==> config.mk <==
export PLATFORM = sky130hd
export DESIGN_NAME = control_fsm
export DESIGN_NICKNAME = d
export VERILOG_FILES = /design/src/rtl/control_fsm.sv
export SDC_FILE = /design/constraint.sdc
export NUM_CORES = 1
export LEC_CHECK = 0
export CORE_MARGIN = 4
export CORE_UTILIZATION = 36
export CTS_CLUSTER_DIAMETER = 80
export DETAILED_ROUTE_END_ITERATION = 7
export PLACE_DENSITY = 0.84
export SYNTH_ARGS = -nofsm -noshare
export SYNTH_HDL_FRONTEND = slang
export SYNTH_SLANG_ARGS = --single-unit
==> constraint.sdc <==
create_clock -name clk -period 1.3 [get_ports clk]
set_input_delay 0.26 -clock clk [delete_from_list [all_inputs] [get_ports clk]]
set_output_delay 0.26 -clock clk [all_outputs]
set_load 0.02 [all_outputs]
==> src/rtl/control_fsm.sv <==
// ---------------------------------------------------------------------------
// control_fsm -- multi-cycle main control unit for the RV32I core.
//
// Sequences every instruction through fetch, decode, execute, memory and
// writeback. The datapath enables and mux selects are decoded from the
// current state. alu_op/is_imm feed the downstream ALU decoder.
//
// Build option:
//   CTRL_TRAP_EN  When defined, an unrecognised opcode parks the FSM in TRAP
//                 with illegal_instr=1 until reset. When undefined, an
//                 unrecognised opcode is treated as a NOP (back to FETCH),
//                 illegal_instr is tied low and TRAP is unreachable.
//
// Ports:
//   clk           in   system clock, all state on rising edge
//   reset         in   synchronous, active-high
//   opcode        in   [6:0] instruction register opcode field
//   mem_ready     in   memory completes the current request this cycle
//   mem_req       out  memory access request
//   mem_write     out  request is a store
//   adr_src       out  memory address select: 0=PC, 1=ALUOut
//   ir_write      out  load instruction register
//   pc_write      out  load PC from result bus
//   branch        out  conditional PC load (gated by ALU flag in datapath)
//   reg_write     out  register file write
//   alu_src_a     out  [1:0] 00=PC, 01=oldPC, 10=rs1, 11=zero
//   alu_src_b     out  [1:0] 00=rs2, 01=imm, 10=const 4
//   result_src    out  [1:0] 00=ALUOut, 01=mem data, 10=ALU result
//   alu_op        out  [1:0] 00=add, 01=branch compare, 10=funct-decoded
//   is_imm        out  OP-IMM instruction (funct7[5] must not select SUB)
//   state         out  [3:0] current state, debug
//   illegal_instr out  FSM parked in TRAP (CTRL_TRAP_EN only)
// ---------------------------------------------------------------------------
module control_fsm (
   input  logic       clk,
   input  logic       reset,
   input  logic [6:0] opcode,
   input  logic       mem_ready,
   output logic       mem_req,
   output logic       mem_write,
   output logic       adr_src,
   output logic       ir_write,
   output logic       pc_write,
   output logic       branch,
   output logic       reg_write,
   output logic [1:0] alu_src_a,
   output logic [1:0] alu_src_b,
   output logic [1:0] result_src,
   output logic [1:0] alu_op,
   output logic       is_imm,
   output logic [3:0] state,
   output logic       illegal_instr
);

   // State encoding (also visible on the debug port)
   localparam logic [3:0] S_FETCH    = 4'd0;
   localparam logic [3:0] S_DECODE   = 4'd1;
   localparam logic [3:0] S_MEMADR   = 4'd2;
   localparam logic [3:0] S_MEMREAD  = 4'd3;
   localparam logic [3:0] S_MEMWB    = 4'd4;
   localparam logic [3:0] S_MEMWRITE = 4'd5;
   localparam logic [3:0] S_EXEC_R   = 4'd6;
   localparam logic [3:0] S_EXEC_I   = 4'd7;
   localparam logic [3:0] S_ALUWB    = 4'd8;
   localparam logic [3:0] S_BRANCH   = 4'd9;
   localparam logic [3:0] S_JAL      = 4'd10;
   localparam logic [3:0] S_JALR     = 4'd11;
   localparam logic [3:0] S_LUI      = 4'd12;
   localparam logic [3:0] S_TRAP     = 4'd13;

   // RV32I major opcodes
   localparam logic [6:0] OP_LOAD   = 7'b0000011;
   localparam logic [6:0] OP_STORE  = 7'b0100011;
   localparam logic [6:0] OP_R      = 7'b0110011;
   localparam logic [6:0] OP_IMM    = 7'b0010011;
   localparam logic [6:0] OP_BRANCH = 7'b1100011;
   localparam logic [6:0] OP_JAL    = 7'b1101111;
   localparam logic [6:0] OP_JALR   = 7'b1100111;
   localparam logic [6:0] OP_LUI    = 7'b0110111;
   localparam logic [6:0] OP_AUIPC  = 7'b0010111;

   // Where an unrecognised opcode goes, and what TRAP does next.
`ifdef CTRL_TRAP_EN
   localparam logic [3:0] ILLEGAL_TARGET = S_TRAP;
   localparam logic [3:0] TRAP_NEXT      = S_TRAP;
`else
   localparam logic [3:0] ILLEGAL_TARGET = S_FETCH;
   localparam logic [3:0] TRAP_NEXT      = S_FETCH;
`endif

   logic [3:0] r_state;
   logic [3:0] w_state_next;

   logic       w_mem_req;
   logic       w_mem_write;
   logic       w_adr_src;
   logic       w_ir_write;
   logic       w_pc_write;
   logic       w_branch;
   logic       w_reg_write;
   logic [1:0] w_alu_src_a;
   logic [1:0] w_alu_src_b;
   logic [1:0] w_result_src;
   logic [1:0] w_alu_op;
   logic       w_is_imm;

   // ------------------------------------------------------------------
   // State register
   // ------------------------------------------------------------------
   always_ff @(posedge clk) begin
      if (reset) begin
         r_state <= S_FETCH;
      end else begin
         r_state <= w_state_next;
      end
   end

   // ------------------------------------------------------------------
   // Next-state logic
   // ------------------------------------------------------------------
   always_comb begin
      w_state_next = S_FETCH;
      case (r_state)
         S_FETCH: begin
            w_state_next = mem_ready ? S_DECODE : S_FETCH;
         end
         S_DECODE: begin
            case (opcode)
               OP_LOAD,
               OP_STORE:  w_state_next = S_MEMADR;
               OP_R:      w_state_next = S_EXEC_R;
               OP_IMM:    w_state_next = S_EXEC_I;
               OP_BRANCH: w_state_next = S_BRANCH;
               OP_JAL:    w_state_next = S_JAL;
               OP_JALR:   w_state_next = S_JALR;
               OP_LUI:    w_state_next = S_LUI;
               // AUIPC target was already formed in ALUOut during DECODE
               OP_AUIPC:  w_state_next = S_ALUWB;
               default:   w_state_next = ILLEGAL_TARGET;
            endcase
         end
         S_MEMADR: begin
            w_state_next = (opcode == OP_LOAD) ? S_MEMREAD : S_MEMWRITE;
         end
         S_MEMREAD: begin
            w_state_next = mem_ready ? S_MEMWB : S_MEMREAD;
         end
         S_MEMWB: begin
            w_state_next = S_FETCH;
         end
         S_MEMWRITE: begin
            w_state_next = mem_ready ? S_FETCH : S_MEMWRITE;
         end
         S_EXEC_R,
         S_EXEC_I: begin
            w_state_next = S_ALUWB;
         end
         S_ALUWB: begin
            w_state_next = S_FETCH;
         end
         S_BRANCH: begin
            w_state_next = S_FETCH;
         end
         S_JAL: begin
            w_state_next = S_ALUWB;
         end
         // JALR computes its target, then reuses the JAL link/jump step
         S_JALR: begin
            w_state_next = S_JAL;
         end
         S_LUI: begin
            w_state_next = S_ALUWB;
         end
         S_TRAP: begin
            w_state_next = TRAP_NEXT;
         end
         default: begin
            // Unused encodings recover to FETCH
            w_state_next = S_FETCH;
         end
      endcase
   end

   // ------------------------------------------------------------------
   // Output decode. Everything defaults to 0; reset forces all outputs
   // low so an in-flight memory request is dropped immediately.
   // ------------------------------------------------------------------
   always_comb begin
      w_mem_req    = 1'b0;
      w_mem_write  = 1'b0;
      w_adr_src    = 1'b0;
      w_ir_write   = 1'b0;
      w_pc_write   = 1'b0;
      w_branch     = 1'b0;
      w_reg_write  = 1'b0;
      w_alu_src_a  = 2'b00;
      w_alu_src_b  = 2'b00;
      w_result_src = 2'b00;
      w_alu_op     = 2'b00;
      w_is_imm     = 1'b0;
      if (!reset) begin
         case (r_state)
            S_FETCH: begin
               w_mem_req    = 1'b1;
               w_adr_src    = 1'b0;
               w_alu_src_a  = 2'b00;
               w_alu_src_b  = 2'b10;
               w_alu_op     = 2'b00;
               w_result_src = 2'b10;
               // IR and PC+4 are captured only on the cycle the fetch completes
               w_ir_write   = mem_ready;
               w_pc_write   = mem_ready;
            end
            S_DECODE: begin
               // oldPC + imm precomputed into ALUOut for branch/JAL/AUIPC
               w_alu_src_a  = 2'b01;
               w_alu_src_b  = 2'b01;
               w_alu_op     = 2'b00;
            end
            S_MEMADR: begin
               w_alu_src_a  = 2'b10;
               w_alu_src_b  = 2'b01;
               w_alu_op     = 2'b00;
            end
            S_MEMREAD: begin
               w_mem_req    = 1'b1;
               w_adr_src    = 1'b1;
            end
            S_MEMWB: begin
               w_result_src = 2'b01;
               w_reg_write  = 1'b1;
            end
            S_MEMWRITE: begin
               w_mem_req    = 1'b1;
               w_mem_write  = 1'b1;
               w_adr_src    = 1'b1;
            end
            S_EXEC_R: begin
               w_alu_src_a  = 2'b10;
               w_alu_src_b  = 2'b00;
               w_alu_op     = 2'b10;
               w_is_imm     = 1'b0;
            end
            S_EXEC_I: begin
               w_alu_src_a  = 2'b10;
               w_alu_src_b  = 2'b01;
               w_alu_op     = 2'b10;
               w_is_imm     = 1'b1;
            end
            S_ALUWB: begin
               w_result_src = 2'b00;
               w_reg_write  = 1'b1;
            end
            S_BRANCH: begin
               w_alu_src_a  = 2'b10;
               w_alu_src_b  = 2'b00;
               w_alu_op     = 2'b01;
               w_result_src = 2'b00;
               w_branch     = 1'b1;
            end
            S_JAL: begin
               // Jump target comes from ALUOut while the ALU forms oldPC+4
               // as the link value, written back in ALUWB.
               w_pc_write   = 1'b1;
               w_result_src = 2'b00;
               w_alu_src_a  = 2'b01;
               w_alu_src_b  = 2'b10;
               w_alu_op     = 2'b00;
            end
            S_JALR: begin
               w_alu_src_a  = 2'b10;
               w_alu_src_b  = 2'b01;
               w_alu_op     = 2'b00;
            end
            S_LUI: begin
               // zero + imm
               w_alu_src_a  = 2'b11;
               w_alu_src_b  = 2'b01;
               w_alu_op     = 2'b00;
            end
            default: begin
               // TRAP and unused encodings drive nothing
            end
         endcase
      end
   end

   assign mem_req    = w_mem_req;
   assign mem_write  = w_mem_write;
   assign adr_src    = w_adr_src;
   assign ir_write   = w_ir_write;
   assign pc_write   = w_pc_write;
   assign branch     = w_branch;
   assign reg_write  = w_reg_write;
   assign alu_src_a  = w_alu_src_a;
   assign alu_src_b  = w_alu_src_b;
   assign result_src = w_result_src;
   assign alu_op     = w_alu_op;
   assign is_imm     = w_is_imm;

   // Debug view reads 0 while reset is held, even before the first edge
   assign state = reset ? S_FETCH : r_state;

`ifdef CTRL_TRAP_EN
   assign illegal_instr = !reset && (r_state == S_TRAP);
`else
   assign illegal_instr = 1'b0;
`endif

endmodule

==> results of run 1 <==
==> routing by layer <==
layer / GRT usage [%] / overflow
met1: 65.54 / 0
met2: 79.35 / 6
met3: 55.19 / 0
met4: 66.82 / 3
met5: 0 / 0
==> kinds of logic after synthesis <==
kind of cell	synth area share (%)
other	0.5698
buffers and inverters	11.03
XOR/XNOR	2.662
AND/OR/NAND/NOR	52.66
flip-flops	12.17
AO/OA/AOI/OAI	20.91
==> through the flow <==
step	TNS [ns]	instances	worst slack (ns)
after detailed placement	-18.29	176	-1.010
after CTS	-4.964	191	-0.3927
after floorplan	-0.9522	101	-0.1490
after global placement	-17.58	176	-0.9673
==> what timing repair did <==
| item | 4_1_cts |
|---|---|
| hold buffers | 0 |
| setup endpoints to repair | 24 |
| setup buffers | 13 |
| pin swaps | 17 |
| cloned | 0 |
| endpoints found under the hold margin | 0 |
| gates resized for setup | 150 |
==> impl_metrics.json, run 1 <==
{
  "yosys_warnings": 0,
  "gp_congestion": 0.8110,
  "io-pin-count": 31,
  "grt_use_total_pct": 65.78,
  "start_util_pct": 38.12,
  "synth.area.top_cells": "dfxtp_1 12%, nor2_1 7.4%, nand2b_1 6.7%, nor3b_1 5.7%, a21oi_1 5.3%",
  "status": "stopped before the end",
  "root_buffer": "clkbuf_4",
  "synth_commonest_cells": "13 x nor2_1, 7 x a21oi_1, 7 x nand2_1, 7 x nand2b_1, 7 x nor3_1",
  "error_message": "[ERROR GRT-0232] Routing congestion too high. Check the congestion heatmap in the GUI.",
  "clockBufferDepth": 2,
  "synthArstFlopShare_pct": 0,
  "worst-ep-kind": "top-level output",
  "ys.flop_type": "dfxtp_1",
  "portBuffers": 29,
  "yosysTopAreaCellShare_pct": 12.17,
  "synth.largest_area_cell": "dfxtp_1",
  "synth_edf_count": 0,
  "netlist_area_sq_um": 658.1,
  "last-stage-reached": "5_1_grt",
  "die_w_um": 50.76,
  "postSynthAreaPerCell_sq_um": 6.516,
  "post-dp-hpwl_um": 1996,
  "grt_overflow": 9,
  "synth_cells": 101,
  "ys_types": 40,
  "syn_nets": 111,
  "seq_area_frac_synth_pct": 12.17,
  "htreeDepth": 1,
  "clock_sinks": 4,
  "cts_buffers": 3,
  "yosysMostFrequentCell": "nor2_1",
  "row_count": 15,
  "grt_max_degree": 9,
  "fp.dieH_um": 50.76,
  "synth_seq_cells": 4,
  "place_area_sq_um": 1292,
  "crit_endpoint": "ir_write"
}
==> run 2, diff against run 1 <==
CORE_AREA = 4 4 65 67   (was not set)
CORE_MARGIN = not set   (was 4)
CORE_UTILIZATION = not set   (was 36)
CTS_CLUSTER_DIAMETER = not set   (was 80)
DIE_AREA = 0 0 69 71   (was not set)
PLACE_DENSITY = not set   (was 0.84)
PLACE_DENSITY_LB_ADDON = 0.15   (was not set)
clock period = 1.7 ns   (was 1.3 ns; I/O delays follow)
==> impl_metrics.json, run 2 <==
{
  "synth_xor_area_share_pct": 2.662,
  "whs_ns": 0.6841,
  "routed_wl_um": 2560,
  "startpoint_type": "flop",
  "postSynthAreaPerCell_sq_um": 6.516,
  "rsz0062_at_grt": "true",
  "root_buffer": "clkbuf_8",
  "finalSetupTns_ns": -0.1699,
  "synth_edf_count": 0,
  "critPathKind": "flop to output pin",
  "n_antenna_cell": 0,
  "grt_pass1_wl_um": 4409,
  "drc": 0,
  "start_util_pct": 18.11,
  "fp.dieArea_sq_um": 4899,
  "worst_path_max_delay_cell": "dfxtp_4",
  "io-pin-count": 31,
  "fin_crit_ns": 1.778,
  "synth_commonest_cells": "13 x nor2_1, 7 x a21oi_1, 7 x nand2_1, 7 x nand2b_1, 7 x nor3_1",
  "skew_ns": 0.003938,
  "htreeDepth": 1,
  "grt_use_total_pct": 11.07,
  "hold_viol": 0,
  "vias": 917,
  "cts_tree": "yes",
  "ant_nets": 0,
  "synth.largest_area_cell": "dfxtp_1",
  "fin_total_pwr_mw": 0.4710,
  "gp_congestion": 0.7523,
  "clk_latency_ns": 0.22,
  "max-vdd-ir-drop_uv": 173.5,
  "maxCapViolCount": 0,
  "die_w_um": 69,
  "portBuffers": 29,
  "yosysTopAreaCellShare_pct": 12.17,
  "largest-register": "r_state",
  "fp.dieH_um": 71,
  "post-dp-hpwl_um": 1962,
  "fin_cells": 213,
  "reg_top3": "r_state (4)",
  "fmax_mhz": 562.3,
  "multiInputGateArea_sq_um": 643.1,
  "grt_pass1_vias": 946,
  "post-route-period-util_pct": 104.6,
  "ys_types": 40,
  "yosys_warnings": 0,
  "synth_cells": 101,
  "cp.arrival_ns": 1.44,
  "largest_reg_flops": 4,
  "worst_ep_required_time_ns": 1.36,
  "crit_path_max_incr_delay_ns": 0.35,
  "power_density_nw_per_um2": 325.7,
  "synth.area.top_cells": "dfxtp_1 12%, nor2_1 7.4%, nand2b_1 6.7%, nor3b_1 5.7%, a21oi_1 5.3%",
  "ys.flop_type": "dfxtp_1",
  "final_common_cell": "buf_4",
  "fillers": 393,
  "detail_route.vias_per_cell": 4.305,
  "grt_overflow": 0,
  "grt_max_degree": 10,
  "antenna_found_initial": 0,
  "synth-simple-area-share_pct": 52.66,
  "area_delta_synth_final_pct": 119.8,
  "drv_slew": 0,
  "drt_first_pass_iters": 4,
  "hold_depth": 3,
  "netlist_area_sq_um": 658.1,
  "synth_compound_gate_area_share_pct": 20.91,
  "drt-initial-drc-count": 33,
  "yosysMostFrequentCell": "nor2_1",
  "seq_area_frac_synth_pct": 12.17,
  "synth_seq_cells": 4,
  "cp-end-kind": "output pin",
  "layout-drive-gt1-share_pct": 56.36,
  "hold_class": "primary input to flop",
  "setup_viol": 3,
  "place_inst": 202,
  "clock_sinks": 4,
  "synthArstFlopShare_pct": 0,
  "crit_buf_inv": 3,
  "clockBufferDepth": 2,
  "final_cell_mix": "40 x buf_4, 12 x buf_6, 11 x nor2_1",
  "cts.reportedPaths.clkPinSlew_ns": 0.03,
  "cpLargestDelayFamily": "simple AND/OR/NAND/NOR gates",
  "path_max_fanout": 4,
  "final_util_pct": 39.81,
  "cp_num_cells": 5,
  "p_leak_nw": 0.6223,
  "seq_area_sq_um": 92.59,
  "nNetsFinal": 177,
  "r2r_cells": 7,
  "cp_cell_sequence": "buf_6, buf_6, or3_4, nor3_2, buf_4",
  "synth_fa_ha_area_share_pct": 0,
  "worst_slack_ns": -0.07849,
  "routedWlPerCell_um": 12.02,
  "violations": "negative setup slack",
  "cts_buffers": 3,
  "coreArea_sq_um": 3633,
  "hold_buffers": 0,
  "syn_nets": 111,
  "status": "complete, but fails checks",
  "synth_top_family_by_area": "simple AND/OR/NAND/NOR gates",
  "synth_mux_area_share_pct": 0,
  "crit_top_cell": "buf_6",
  "row_count": 22
}
[run 2: layout make-up]
| class | instances | area share [%] |
|---|---|---|
| Clock buffer | 3 | 2.855 |
| Inverter | 3 | 0.7785 |
| Multi-Input combinational cell | 84 | 44.46 |
| Sequential cell | 4 | 6.401 |
| Tap cell | 48 | 4.152 |
| Timing Repair Buffer | 71 | 41.35 |
[run 2: repair_timing]
item,4_1_cts,5_1_grt
endpoints found under the setup margin,21,18
pin swaps,3,11
setup buffers,4,4
resized for setup,93,37
cloned,0,0
[run 2: kinds of logic after synthesis]
family                    count (synthesis)
DFF                                       4
xor gates and xnor gates                  2
buffers and inverters                    13
other                                     1
AOI/OAI and AO/OA                        21
and+or+nand+nor                          60
[run 2: final timing paths]
check	endpoint	slack [ns]	start
max reg2reg	r_state[1]	0.02	r_state[2]
max	alu_src_b[1]	-0.08	r_state[2]
min reg2reg	r_state[2]	0.72	r_state[0]
min	r_state[3]	0.68	reset
[run 2: stage by stage]
stage,area (sq um),setup WS (ns)
after global placement,1237,-0.6556
after floorplan,693.2,-0.07376
after CTS,1313,-0.1186
final,1446,-0.07849
after detailed placement,1237,-0.7171
after global routing,1446,-0.1041
[run 2: layer usage]
metal,GRT usage [%],vias up,part of all wire [%]
li1,-,485,-
met1,13.03,411,46
met5,0,-,0
met2,18.64,19,49
met4,6.508,0,1.1
met3,2.131,2,3.4
[run 2: where the power goes]
part / total, mW / internal, mW / switching, mW
clock: 0.201 / 0.151 / 0.0496
combinational: 0.175 / 0.0942 / 0.0809
sequential: 0.0953 / 0.0922 / 0.00308
total: 0.471 / 0.337 / 0.134
[run 2: tightest hold or removal path, stage by stage]
cell,delay (ns)
dlygate4sd2_1,0.28
buf_4,0.17
o2bb2ai_1,0.07
(Power assumes the default switching activity.)
==> run 3, diff against run 2 <==
PLACE_DENSITY = 0.5   (was not set)
PLACE_DENSITY_LB_ADDON = not set   (was 0.15)
==> impl_metrics.json, run 3 (synthesized netlist as in run 2, its figures left out) <==
{
  "crit_buf_inv": 2,
  "vias": 965,
  "p_leak_nw": 0.6459,
  "antenna_found_initial": 0,
  "m1WireLength_um": 1147,
  "rsz0062_at_grt": "true",
  "hold_class": "flop to flop",
  "max-vdd-ir-drop_uv": 304.5,
  "area_delta_synth_final_pct": 132.1,
  "startpoint_type": "flop",
  "layout-drive-gt1-share_pct": 57.74,
  "ant_nets": 0,
  "start_util_pct": 18.11,
  "cpLargestDelayFamily": "simple AND/OR/NAND/NOR gates",
  "hold_end": "r_state[2]",
  "hold_viol": 0,
  "cts.reportedPaths.clkPinSlew_ns": 0.03,
  "power_density_nw_per_um2": 318.3,
  "detail_route.vias_per_cell": 4.468,
  "coreArea_sq_um": 3633,
  "final_common_cell": "buf_4",
  "worst_path_max_delay_cell": "dfxtp_4",
  "largest_reg_flops": 4,
  "grt_max_degree": 10,
  "clock_sinks": 4,
  "drv_slew": 0,
  "row_count": 22,
  "die_w_um": 69,
  "finalSetupTns_ns": -0.1082,
  "routedWlPerCell_um": 13.25,
  "cp-end-kind": "output pin",
  "fmax_mhz": 563.2,
  "post-route-period-util_pct": 104.4,
  "fin_total_pwr_mw": 0.4863,
  "fp.dieArea_sq_um": 4899,
  "setup_viol": 4,
  "largest-register": "r_state",
  "cts_tree": "yes",
  "wl_met3_um": 102,
  "htreeDepth": 1,
  "place_area_sq_um": 1252,
  "cp_cell_sequence": "buf_6, or3_4, nor3_2, buf_4",
  "fin_crit_ns": 1.776,
  "grt_pass1_wl_um": 4333,
  "grt_pass1_vias": 962,
  "fp.dieH_um": 71,
  "cp.arrival_ns": 1.44,
  "post-dp-hpwl_um": 2078,
  "r2r_start": "r_state[1]",
  "clk_latency_ns": 0.22,
  "path_max_fanout": 7,
  "clockBufferDepth": 2,
  "drt-initial-drc-count": 12,
  "fillers": 382,
  "reg_top3": "r_state (4)",
  "rr_endpoint": "r_state[0]",
  "worst_slack_ns": -0.07561,
  "reg2reg_setup_slack_ns": 0.13,
  "grt_use_total_pct": 10.60,
  "fin_cells": 216,
  "skew_ns": 0.002096,
  "finalInstanceArea_sq_um": 1528,
  "place_inst": 204,
  "drt_first_pass_iters": 4,
  "status": "complete, but fails checks",
  "hold_depth": 3,
  "dr.max_layer_used": "met4",
  "violations": "negative setup slack",
  "worst_ep_required_time_ns": 1.36,
  "portBuffers": 29,
  "crit_path_max_incr_delay_ns": 0.38,
  "root_buffer": "clkbuf_8",
  "final_cell_mix": "48 x buf_4, 9 x nor2_1, 8 x buf_6",
  "io-pin-count": 31,
  "grt_overflow": 0,
  "drc": 0,
  "routed_wl_um": 2862,
  "r2r_cells": 6,
  "critPathKind": "flop to output pin",
  "nNetsFinal": 180,
  "maxCapViolCount": 0,
  "routed-wl-met2_um": 1569,
  "cts_buffers": 3,
  "min_from": "r_state[0]",
  "gp_congestion": 0.8485,
  "n_antenna_cell": 0
}
==> run 3: what timing repair did <==
action	CTS	global route
setup buffers	1	7
pin swaps	2	7
gates resized for setup	101	38
setup endpoints to repair	20	17
cloned	1	0
hold buffers	0	0
==> run 3: how the worst max path moves through the flow <==
stage | start | end | slack (ns) | depth (start not counted)
final | r_state[2] | alu_src_b[1] | -0.08 | 4
after global routing | r_state[2] | alu_src_b[1] | -0.1 | 4
after CTS | r_state[2] | alu_src_b[1] | -0.08 | 4
after detailed placement | reset | alu_src_b[1] | -0.70 | 5
after global placement | reset | alu_src_b[1] | -0.66 | 5
after floorplan | r_state[0] | mem_req | -0.07 | 4
==> run 3: tightest hold or removal path, cell delays in order, from the launching register on <==
cell and delay (ns):
dfxtp_4 0.37, buf_4 0.15, nand3b_1 0.07, a31oi_1 0.08
==> run 3: report_power, final <==
group          internal (mW)  switching (mW)
logic                  0.101          0.0835
registers             0.0915         0.00566
clock network          0.151          0.0533
total                  0.344           0.142
==> run 3: layout make-up <==
cell class	count	area [sq um]	share of cell area (%)
Tap cell	48	60.06	3.931
Clock buffer	3	41.29	2.703
Multi-Input combinational cell	84	688.2	45.04
Inverter	3	11.26	0.7371
Timing Repair Buffer	74	631.9	41.36
Sequential cell	4	95.09	6.224
==> run 3: through the flow <==
step | utilization, % | setup slack [ns] | hold slack (ns)
final | 42.05 | -0.07561 | 0.7186
after global routing | 42.05 | -0.09652 | 0.7469
after CTS | 36.60 | -0.08229 | 0.6511
after detailed placement | 34.47 | -0.6953 | 0.6568
after global placement | 34.47 | -0.6556 | 0.6683
after floorplan | - | -0.07376 | 0.5216
==> run 3: routing by layer <==
layer | global-route usage [%] | vias to the layer above
met5 | 0 | -
met4 | 3.688 | 0
met3 | 2.273 | 6
met2 | 20.13 | 23
met1 | 11.52 | 443
li1 | - | 493
==> run 4, diff against run 3 <==
SLEW_MARGIN = 20   (was not set)
==> results of run 4 <==
The final DEF is identical to that of run 3; final timing and power are the same.
